## config.mk

```make
export PLATFORM = sky130hd
export DESIGN_NAME = adc_cdac_code_sequencer
export DESIGN_NICKNAME = d
export VERILOG_FILES = /design/src/rtl/adc_cdac_code_sequencer.sv
export SDC_FILE = /design/constraint.sdc
export NUM_CORES = 1
export LEC_CHECK = 0
export CORE_ASPECT_RATIO = 1.2
export CORE_MARGIN = 2
export CORE_UTILIZATION = 50
export CTS_CLUSTER_SIZE = 40
export DETAILED_ROUTE_END_ITERATION = 6
export DONT_BUFFER_PORTS = 1
export GPL_ROUTABILITY_DRIVEN = 1
export PLACE_DENSITY = 0.68
export SLEW_MARGIN = 20
export SYNTH_ARGS = -nofsm -noshare
export SYNTH_HDL_FRONTEND = slang
export SYNTH_SLANG_ARGS = --single-unit
```

## constraint.sdc

```tcl
create_clock -name clk -period 2.3 [get_ports clk]
set_clock_uncertainty 0.05 [all_clocks]
set_input_delay 0.46 -clock clk [delete_from_list [all_inputs] [get_ports clk]]
set_output_delay 0.46 -clock clk [all_outputs]
set_load 0.005 [all_outputs]
```

## src/rtl/adc_cdac_code_sequencer.sv

```systemverilog
// rtl/adc_cdac_code_sequencer.sv - registered binary-to-thermometer CDAC decoder with handshake and sweep modes
//
// Purpose:
//   Takes a DAC code (row | column | binary-cap fields) either from a valid/ready
//   input or from an internal sweep counter. It registers the code (stage 1),
//   then decodes it into active-low thermometer enables for the row/column
//   capacitor array (stage 2).
//
// Ports:
//   clk            system clock, rising edge
//   rst            synchronous active-high reset
//   mode[1:0]      00 normal, 01 continuous ramp, 10 single sweep, 11 hold
//   in_valid       data_in is valid
//   in_ready       data_in is accepted this cycle (normal mode only)
//   data_in[DW]    {row, column, bincap} code
//   code_out[DW]   code currently presented on the DAC enables
//   out_valid      one-cycle pulse when the DAC enables update
//   sweep_done     single sweep has presented the maximum code (sticky)
//   row_n_out      active-low row enables
//   rowon_n_out    active-low row-on enables
//   col_n_out      active-low column enables
//   bincap_n_out   active-low binary-weighted caps
//   c0p_n_out      constant 1
//   c0n_n_out      constant 0

module adc_cdac_code_sequencer #(
    parameter  int ROW_BITS = 4,
    parameter  int COL_BITS = 5,
    parameter  int BIN_BITS = 3,
    parameter  int STEP_DIV = 4,
    localparam int DW       = ROW_BITS + COL_BITS + BIN_BITS,
    localparam int NROW     = 2 ** ROW_BITS,
    localparam int NCOL     = 2 ** COL_BITS
) (
    input  logic                clk,
    input  logic                rst,
    input  logic [1:0]          mode,
    input  logic                in_valid,
    output logic                in_ready,
    input  logic [DW-1:0]       data_in,
    output logic [DW-1:0]       code_out,
    output logic                out_valid,
    output logic                sweep_done,
    output logic [NROW-1:0]     row_n_out,
    output logic [NROW-1:0]     rowon_n_out,
    output logic [NCOL-1:0]     col_n_out,
    output logic [BIN_BITS-1:0] bincap_n_out,
    output logic                c0p_n_out,
    output logic                c0n_n_out
);

    localparam logic [1:0] MODE_NORMAL = 2'b00;
    localparam logic [1:0] MODE_RAMP   = 2'b01;
    localparam logic [1:0] MODE_SWEEP  = 2'b10;
    localparam logic [1:0] MODE_HOLD   = 2'b11;

    // A 1-bit divider still works for STEP_DIV=1: it sits at 0 and wraps every clock.
    localparam int               DIV_W    = (STEP_DIV > 1) ? $clog2(STEP_DIV) : 1;
    localparam logic [DIV_W-1:0] DIV_LAST = DIV_W'(STEP_DIV - 1);
    localparam logic [DW-1:0]    CODE_MAX = '1;

    // Decode of code 0: only row 0 and column 0 enabled, no row-on, no binary caps.
    localparam logic [NROW-1:0]     RST_ROW_N   = ~(NROW'(1));
    localparam logic [NROW-1:0]     RST_ROWON_N = '1;
    localparam logic [NCOL-1:0]     RST_COL_N   = ~(NCOL'(1));
    localparam logic [BIN_BITS-1:0] RST_BIN_N   = '1;

    // ------------------------------------------------------------------
    // State
    // ------------------------------------------------------------------
    logic [1:0]          mode_q, mode_d;
    logic [DIV_W-1:0]    div_q, div_d;
    logic [DW-1:0]       cnt_q, cnt_d;
    logic                swept_q, swept_d;        // max code already issued in this single sweep
    logic [DW-1:0]       code_q, code_d;          // stage 1
    logic                s1_valid_q, s1_valid_d;  // stage 1 holds a code not yet presented
    logic [DW-1:0]       code_out_q, code_out_d;  // stage 2
    logic                out_valid_q, out_valid_d;
    logic                sweep_done_q, sweep_done_d;
    logic [NROW-1:0]     row_n_q, row_n_d;
    logic [NROW-1:0]     rowon_n_q, rowon_n_d;
    logic [NCOL-1:0]     col_n_q, col_n_d;
    logic [BIN_BITS-1:0] bin_n_q, bin_n_d;

    // ------------------------------------------------------------------
    // Control decode
    // ------------------------------------------------------------------
    logic sweep_mode;
    logic sweep_entry;
    logic div_wrap;
    logic issue;
    logic accept;
    logic hold;
    logic load_s2;

    assign hold        = (mode == MODE_HOLD);
    assign sweep_mode  = (mode == MODE_RAMP) || (mode == MODE_SWEEP);
    // Any transition into 01/10, including 01<->10, restarts the sweep from code 0.
    assign sweep_entry = sweep_mode && (mode != mode_q);
    assign div_wrap    = (div_q == DIV_LAST);
    // A single sweep issues the max code once and then stops stepping.
    assign issue       = sweep_mode && !sweep_entry && div_wrap
                         && !((mode == MODE_SWEEP) && swept_q);
    // The mode sampled this cycle decides acceptance, so in_ready is combinational on mode.
    assign in_ready    = !rst && (mode == MODE_NORMAL);
    assign accept      = in_valid && in_ready;
    assign load_s2     = s1_valid_q && !hold;

    // ------------------------------------------------------------------
    // Thermometer decode of the stage-1 code
    // ------------------------------------------------------------------
    logic [ROW_BITS-1:0] row_code;
    logic [COL_BITS-1:0] col_code;
    logic [NROW-1:0]     dec_row;
    logic [NROW-1:0]     dec_rowon;
    logic [NCOL-1:0]     dec_col;
    logic [BIN_BITS-1:0] dec_bin;

    assign row_code = code_q[DW-1 -: ROW_BITS];
    assign col_code = code_q[BIN_BITS +: COL_BITS];

    always_comb begin
        dec_row = '0;
        for (int j = 0; j < NROW; j++) begin
            dec_row[j] = (int'(row_code) >= j);
        end
        // Rows strictly below the active row are fully on.
        dec_rowon = dec_row >> 1;
        // Serpentine fill: odd rows fill columns from the top end so that
        // stepping the column code moves the active cap continuously.
        dec_col = '0;
        for (int i = 0; i < NCOL; i++) begin
            if (row_code[0]) begin
                dec_col[i] = (int'(col_code) >= (NCOL - 1 - i));
            end else begin
                dec_col[i] = (int'(col_code) >= i);
            end
        end
        dec_bin = code_q[BIN_BITS-1:0];
    end

    // ------------------------------------------------------------------
    // Next-state logic
    // ------------------------------------------------------------------
    always_comb begin
        mode_d       = mode;
        div_d        = div_q;
        cnt_d        = cnt_q;
        swept_d      = swept_q;
        code_d       = code_q;
        s1_valid_d   = s1_valid_q;
        code_out_d   = code_out_q;
        out_valid_d  = 1'b0;
        sweep_done_d = sweep_done_q;
        row_n_d      = row_n_q;
        rowon_n_d    = rowon_n_q;
        col_n_d      = col_n_q;
        bin_n_d      = bin_n_q;

        // Sweep counter and divider
        if (sweep_entry) begin
            div_d   = '0;
            cnt_d   = '0;
            swept_d = 1'b0;
        end else if (sweep_mode) begin
            div_d = div_wrap ? '0 : div_q + DIV_W'(1);
            if (issue) begin
                if ((mode == MODE_SWEEP) && (cnt_q == CODE_MAX)) begin
                    swept_d = 1'b1;
                end else begin
                    cnt_d = cnt_q + DW'(1);
                end
            end
        end
        if (mode != MODE_SWEEP) begin
            swept_d = 1'b0;
        end

        // Stage 1: hold freezes it, otherwise it takes a new code or drains.
        if (!hold) begin
            if (accept) begin
                code_d     = data_in;
                s1_valid_d = 1'b1;
            end else if (issue) begin
                code_d     = cnt_q;
                s1_valid_d = 1'b1;
            end else begin
                s1_valid_d = 1'b0;
            end
        end

        // Stage 2
        if (load_s2) begin
            out_valid_d = 1'b1;
            code_out_d  = code_q;
            row_n_d     = ~dec_row;
            rowon_n_d   = ~dec_rowon;
            col_n_d     = ~dec_col;
            bin_n_d     = ~dec_bin;
        end

        // swept_q guards against a leftover max code from normal mode setting the flag.
        if (mode != MODE_SWEEP) begin
            sweep_done_d = 1'b0;
        end else if (load_s2 && swept_q && (code_q == CODE_MAX)) begin
            sweep_done_d = 1'b1;
        end
    end

    // ------------------------------------------------------------------
    // Registers
    // ------------------------------------------------------------------
    always_ff @(posedge clk) begin
        if (rst) begin
            mode_q       <= MODE_NORMAL;
            div_q        <= '0;
            cnt_q        <= '0;
            swept_q      <= 1'b0;
            code_q       <= '0;
            s1_valid_q   <= 1'b0;
            code_out_q   <= '0;
            out_valid_q  <= 1'b0;
            sweep_done_q <= 1'b0;
            row_n_q      <= RST_ROW_N;
            rowon_n_q    <= RST_ROWON_N;
            col_n_q      <= RST_COL_N;
            bin_n_q      <= RST_BIN_N;
        end else begin
            mode_q       <= mode_d;
            div_q        <= div_d;
            cnt_q        <= cnt_d;
            swept_q      <= swept_d;
            code_q       <= code_d;
            s1_valid_q   <= s1_valid_d;
            code_out_q   <= code_out_d;
            out_valid_q  <= out_valid_d;
            sweep_done_q <= sweep_done_d;
            row_n_q      <= row_n_d;
            rowon_n_q    <= rowon_n_d;
            col_n_q      <= col_n_d;
            bin_n_q      <= bin_n_d;
        end
    end

    assign code_out     = code_out_q;
    assign out_valid    = out_valid_q;
    assign sweep_done   = sweep_done_q;
    assign row_n_out    = row_n_q;
    assign rowon_n_out  = rowon_n_q;
    assign col_n_out    = col_n_q;
    assign bincap_n_out = bin_n_q;
    assign c0p_n_out    = 1'b1;
    assign c0n_n_out    = 1'b0;

endmodule

```

==> Word level (Yosys, flattened, before mapping) <==
Index checks and enable logic that the tools add are counted.
{ "word_totals": {"ram_bits": 0, "rom_bits": 0, "elab_cells": 137, "latch_bits": 0, "n_memories": 0, "register_bits": 111} }
{ "op_classes": {"n_mux": 38, "n_eq_ne": 8, "n_addsub": 2, "shifts": 0, "magnitude_cmp": 46, "mul": 0, "n_reduce_logical": 24, "n_bitwise": 6, "div": 0} }
{ "op_table": {"columns": ["operator", "count"], "rows": [
  ["5-bit >= comparator, second input constant", 16],
  ["5-bit by 4-bit >= comparator with 1-bit output, second input constant", 8],
  ["1-bit 2-to-1 mux", 35],
  ["4-bit >= comparator, second input constant", 8],
  ["32-bit NOT", 1],
  ["12-bit == test, second input constant", 2],
  ["12-bit 2-to-1 mux", 2],
  ["5-bit by 3-bit >= comparator with 1-bit output, second input constant", 4],
  ["4-bit by 3-bit >= comparator with 1-bit output, second input constant", 4],
  ["15-bit NOT with 16-bit output", 1],
  ["16-bit NOT", 1],
  ["12-bit by 1-bit adder with 12-bit output, second input constant", 1],
  ["1-bit logical AND", 11],
  ["5-bit by 2-bit >= comparator with 1-bit output, second input constant", 2],
  ["4-bit by 2-bit >= comparator with 1-bit output, second input constant", 2],
  ["2-bit == test, second input constant", 3],
  ["3-bit AND reduction", 2],
  ["5-bit by 1-bit >= comparator with 1-bit output, second input constant", 1],
  ["4-bit by 1-bit >= comparator with 1-bit output, second input constant", 1],
  ["1-bit logical NOT", 4],
  ["2-bit OR reduction", 2],
  ["3-bit NOT", 1],
  ["3-bit OR reduction", 1],
  ["2-bit by 1-bit adder with 2-bit output, second input constant", 1],
  ["9 further kinds", 10]
]} }

==> Longest topological paths before layout <==
Gate-level depths: netlist (run 1).
{ "logic_depth": {"ltp_word": 9, "mapped_depth": 8} }

==> Least setup slack after synthesis (run 1) <==
No wires, ideal clock.
{ "synth_timing": {"kind": "in2reg", "from": "in mode[0]", "to": "reg cnt_q[11]", "setup_time_ps": 72, "path_buffers": 2, "setup_slack_ps": 14, "path_stages": 8, "arrival_time_ps": 2165, "path_cell_list": "inv_1 ha_1 nand2_1 or4_1 clkbuf_2 buf_6 nor4_1 mux2i_1"} }
{ "synth_via": {"elab_chain_len": 8, "word_cells_on_any_way": 15, "cone_classes": "3 x eq/ne; 1 x bitwise; 11 x reduce/logical"} }
{ "synth_rtl": {"columns": ["element", "line", "source"], "rows": [
  ["start, declared", "37", "input logic [1:0] mode,"],
  ["2-bit by 1-bit == test with 1-bit output / 2-bit == test (equally long branches)", "97", "assign sweep_mode = (mode == MODE_RAMP) || (mode == MODE_SWEEP);"],
  ["1-bit logical OR *", "97", null],
  ["net sweep_mode", "88", "logic sweep_mode;"],
  ["1-bit logical AND", "99", "assign sweep_entry = sweep_mode && (mode != mode_q);"],
  ["1-bit logical NOT", "102", "assign issue = sweep_mode && !sweep_entry && div_wrap"],
  ["1-bit logical AND (2 in a row)", "102", null],
  ["1-bit logical AND", "103", "&& !((mode == MODE_SWEEP) && swept_q);"],
  ["3-bit AND reduction (no line)", null, null],
  ["end signal, assigned", "231", "cnt_q <= cnt_d;"],
  ["end, declared", "73", "logic [DW-1:0] cnt_q, cnt_d;"]
]} }
Mark *: on every way through the listed nets, which the timed path passes. The rest lies on a longest branch.
A chain may end at the register's enable or synchronous reset.

==> Worst setup path in the final report (run 1) <==
{ "layout_timing": {"from": "reg div_q[0]", "to": "reg code_q[6]"} }
{ "layout_via": {"elab_chain_len": 5} }
{ "layout_rtl": {"columns": ["element", "line", "source"], "rows": [
  ["start, declared", "72", "logic [DIV_W-1:0] div_q, div_d;"],
  ["start signal, assigned", "230", "div_q <= div_d;"],
  ["2-bit == test", "100", "assign div_wrap = (div_q == DIV_LAST);"],
  ["1-bit logical AND", "102", null],
  ["1-bit logical AND", "103", null],
  ["2-bit nonzero test (no line)", null, null],
  ["2-bit AND reduction (no line)", null, null],
  ["end signal, assigned", "233", "code_q <= code_d;"],
  ["end, declared", "75", "logic [DW-1:0] code_q, code_d;"]
]} }
Every way passes these cells.

==> impl_metrics.tcl, run 1 <==
set metrics [dict create \
    status "finished, final reports clean" \
    critical_path_required_ns 2.47 \
    netlist_area_um2 4330 \
    vias 3693 \
    routed_wirelength_um 10800 \
    post_cts_buffers 0 \
    ys_types 52 \
    grt_pass1_vias 3423 \
    yosys_warnings 0 \
    fmax_mhz 481 \
    worstSetupPathType "reg2reg" \
    min_period_over_period 0.904 \
    layout-drive-gt1-share 0.102 \
    start_util 0.509 \
    reg2reg_to "code_q[6]$_SDFFE_PP0P_" \
    async_flop_share 0 \
    dp.cells 611 \
    place_hpwl_um 7540 \
    instances_no_fill 627 \
    peakVddDrop_uv 262 \
    cts_max_level 3 \
    grt_antenna_before_repair 0 \
    synth_ff_type "dfxtp_1" \
    critPathCaptureType "register" \
    p_per_area_nw_per_um2 624 \
    hold-path-cell-count 1 \
    power.switching_w 0.000654 \
    drv_cap 0 \
    crit_top_cell "buf_4" \
    worstSkewPairLatency_ns 0.35 \
    drtPass1Iterations 5 \
    hold_end "s1_valid_q$_SDFFE_PP0N_" \
    cp_max_fo 4 \
    cts_tree "done" \
    leakage_nw 1.60 \
    path_clk_slew_ns 0.09 \
    grt_max_degree 60 \
    cp_slowest_stage_delay_ns 0.52 \
    cts_buffers 9 \
    synth_seq_cells 94 \
    synth.top_cell.area_share 0.434 \
    viasPerCell 5.89 \
    comb_power_share 0.052 \
    boundaryPins 101 \
    hp-start "rst" \
    die_area_um2 9430 \
    worstMarginPinSlew_ns 0.626 \
    place.gp.congestion 0.896 \
    ctsHoldBuffers 0 \
    setup_viol 0 \
    grt_pass1_wl_um 17200 \
    die_w_um 89.0 \
    cts-root-buf "clkbuf_8" \
    routedWlPerCell_um 17.2 \
    drv_slew 0 \
    antenna_cells 0 \
    p_int_w 0.00218 \
    gr-total-overflow 0 \
    finalHoldViolCount 0 \
    holdWs_ns 0.127 \
    synth_top_area_cell "dfxtp_1" \
    arrival_ns 2.25 \
    start_kind "register" \
    ant_nets 0 \
    seq_area_frac_synth 0.434 \
    power_w 0.00283 \
    synth_edf_count 0 \
    synth_area_leaders "dfxtp_1, a21oi_1, nand2_1" \
    min_path_type "in2reg" \
    rsz0062_at_grt "no" \
    grt_use_total 0.233 \
    r2r_slack_ns 0.22 \
    period_needed_ns 2.08 \
    layout.nets 527 \
    dr.first_iter.drc_count 202 \
    netlist_instances 532 \
    numPortBuffers 0 \
    clkPwrFrac 0.360 \
    rr_worst_depth 7 \
    maxSlewHeadroom 0.572 \
    drc 0 \
    coreArea_um2 8520 \
    final.setup.tns_ns 0 \
    seqPwrFrac 0.589 \
    cts-resized-gates 0 \
    clkSinkCount 94 \
    worstPathCellList "ha_1 -> nand2_1 -> buf_4 -> o41a_1 -> buf_4 -> a2111oi_0 -> a211oi_1" \
    cp_slowest_cell "a2111oi_0" \
    area_growth_syn_to_layout_pct 4.82 \
    swShare 0.231 \
    die_h_um 106 \
    rows 37 \
    r2r_start "div_q[0]$_SDFFE_PP0N_" \
    syn_avg_cell_area_um2 8.14 \
    clock_path_buffers 2 \
]
[worst max-delay path by stage]
stage	startpoint	end	cells after the start
3_5_place_dp	mode[0]	code_q[6]$_SDFFE_PP0P_	8
2_1_floorplan	mode[0]	cnt_q[11]$_SDFFE_PP0P_	8
4_1_cts	div_q[0]$_SDFFE_PP0N_	code_q[1]$_SDFFE_PP0P_	8
5_1_grt	div_q[0]$_SDFFE_PP0N_	code_q[6]$_SDFFE_PP0P_	7
6_report	div_q[0]$_SDFFE_PP0N_	code_q[6]$_SDFFE_PP0P_	7
3_3_place_gp	mode[0]	cnt_q[4]$_SDFFE_PP0P_	7
[metal layers]
metal	part of all wire	global-route usage
met4	0.011	0.0682
met2	0.52	0.407
met5	0	0
met3	0.059	0.0683
met1	0.41	0.272
[synth_stat cells, types with 6 or more instances]
cell type / instances
a211oi_1: 6
a21oi_1: 60
a22oi_1: 9
a31o_2: 8
and2_1: 8
buf_1: 9
buf_4: 19
clkbuf_1: 35
dfxtp_1: 94
inv_1: 9
mux2i_1: 12
nand2_1: 74
nand3_1: 18
nand3b_1: 6
nor2_1: 29
nor4_1: 17
o21ai_0: 34
o31ai_1: 6
[area by class of cell]
class                      count  area, um2
timing repair buffer          25        188
multi-input combinational    365       2100
inverter                      10       37.5
sequential                    94       1880
clock inverter                 3       17.5
fill                         859       3980
tap                          117        146
clock buffer                  13        169
[sequential cells by signal (all words and copies together), names as in the netlist]
signal        flops
code_out         12
s1_valid_q        1
mode_q            2
col_n_out        32
sweep_done        1
cnt_q            12
swept_q           1
code_q           12
rowon_n_out      15
out_valid         1
div_q             2
bincap_n_out      3
[power groups by stage]
stage	registers [W]	clock network, W	logic, W
after CTS	0.00167	0.00106	0.000146
after detailed placement	0.00171	0	0.000145
final	0.00167	0.00102	0.000146
after floorplan	0.00170	0	0.000130
after global routing	0.00167	0.00112	0.000164
after global placement	0.00171	0	0.000142
[stage by stage]
stage,util,area [um2],setup slack [ns]
final,0.533,4540,0.221
after detailed placement,0.511,4350,-0.0986
after global routing,0.533,4540,0.0755
after global placement,0.511,4350,-0.0372
after CTS,0.533,4540,0.229
after floorplan,-,4340,0.0135
[layout by cell type (no fill, tap or decap), types with 12 or more instances in the layout]
cell type | synthesis | routed
nand3_1 | 18 | 18
clkbuf_8 | 0 | 12
nor4_1 | 17 | 17
o21ai_0 | 34 | 34
dfxtp_1 | 94 | 94
nand2_1 | 74 | 74
nor2_1 | 29 | 29
mux2i_1 | 12 | 12
a21oi_1 | 60 | 60
buf_4 | 19 | 25
[logic make-up (layout without fill, tap and decap cells)]
group | Yosys count | count (layout) | synth area share
simple gates | 183 | 183 | 0.203
compound gates | 159 | 159 | 0.231
flops | 94 | 94 | 0.434
buf+inv | 75 | 51 | 0.0835
mux | 12 | 12 | 0.0277
fa+ha+maj | 5 | 5 | 0.0144
other cells | 2 | 4 | 0.00173
xor+xnor | 2 | 2 | 0.00404
[worst max-delay path, delay by kind of cell, from the launching register on]
family	cells	cell delay, ns
AOI/OAI and AO/OA	3	1.02
and+or+nand+nor	1	0.07
adders and majority gates	1	0.17
buffers and inverters	2	0.30
DFF	1	0.35
Note: power is estimated with default switching activity, not from simulation.
==> inputs of run 2 (changes only) <==
--- a/config.mk
+++ b/config.mk
@@ -5,6 +5,7 @@
 export SDC_FILE = /design/constraint.sdc
 export NUM_CORES = 1
 export LEC_CHECK = 0
+export CAP_MARGIN = 10
 export CORE_ASPECT_RATIO = 1.2
 export CORE_MARGIN = 2
 export CORE_UTILIZATION = 50
==> results of run 2 <==
Final layout, timing and power as in run 1 (identical DEF).
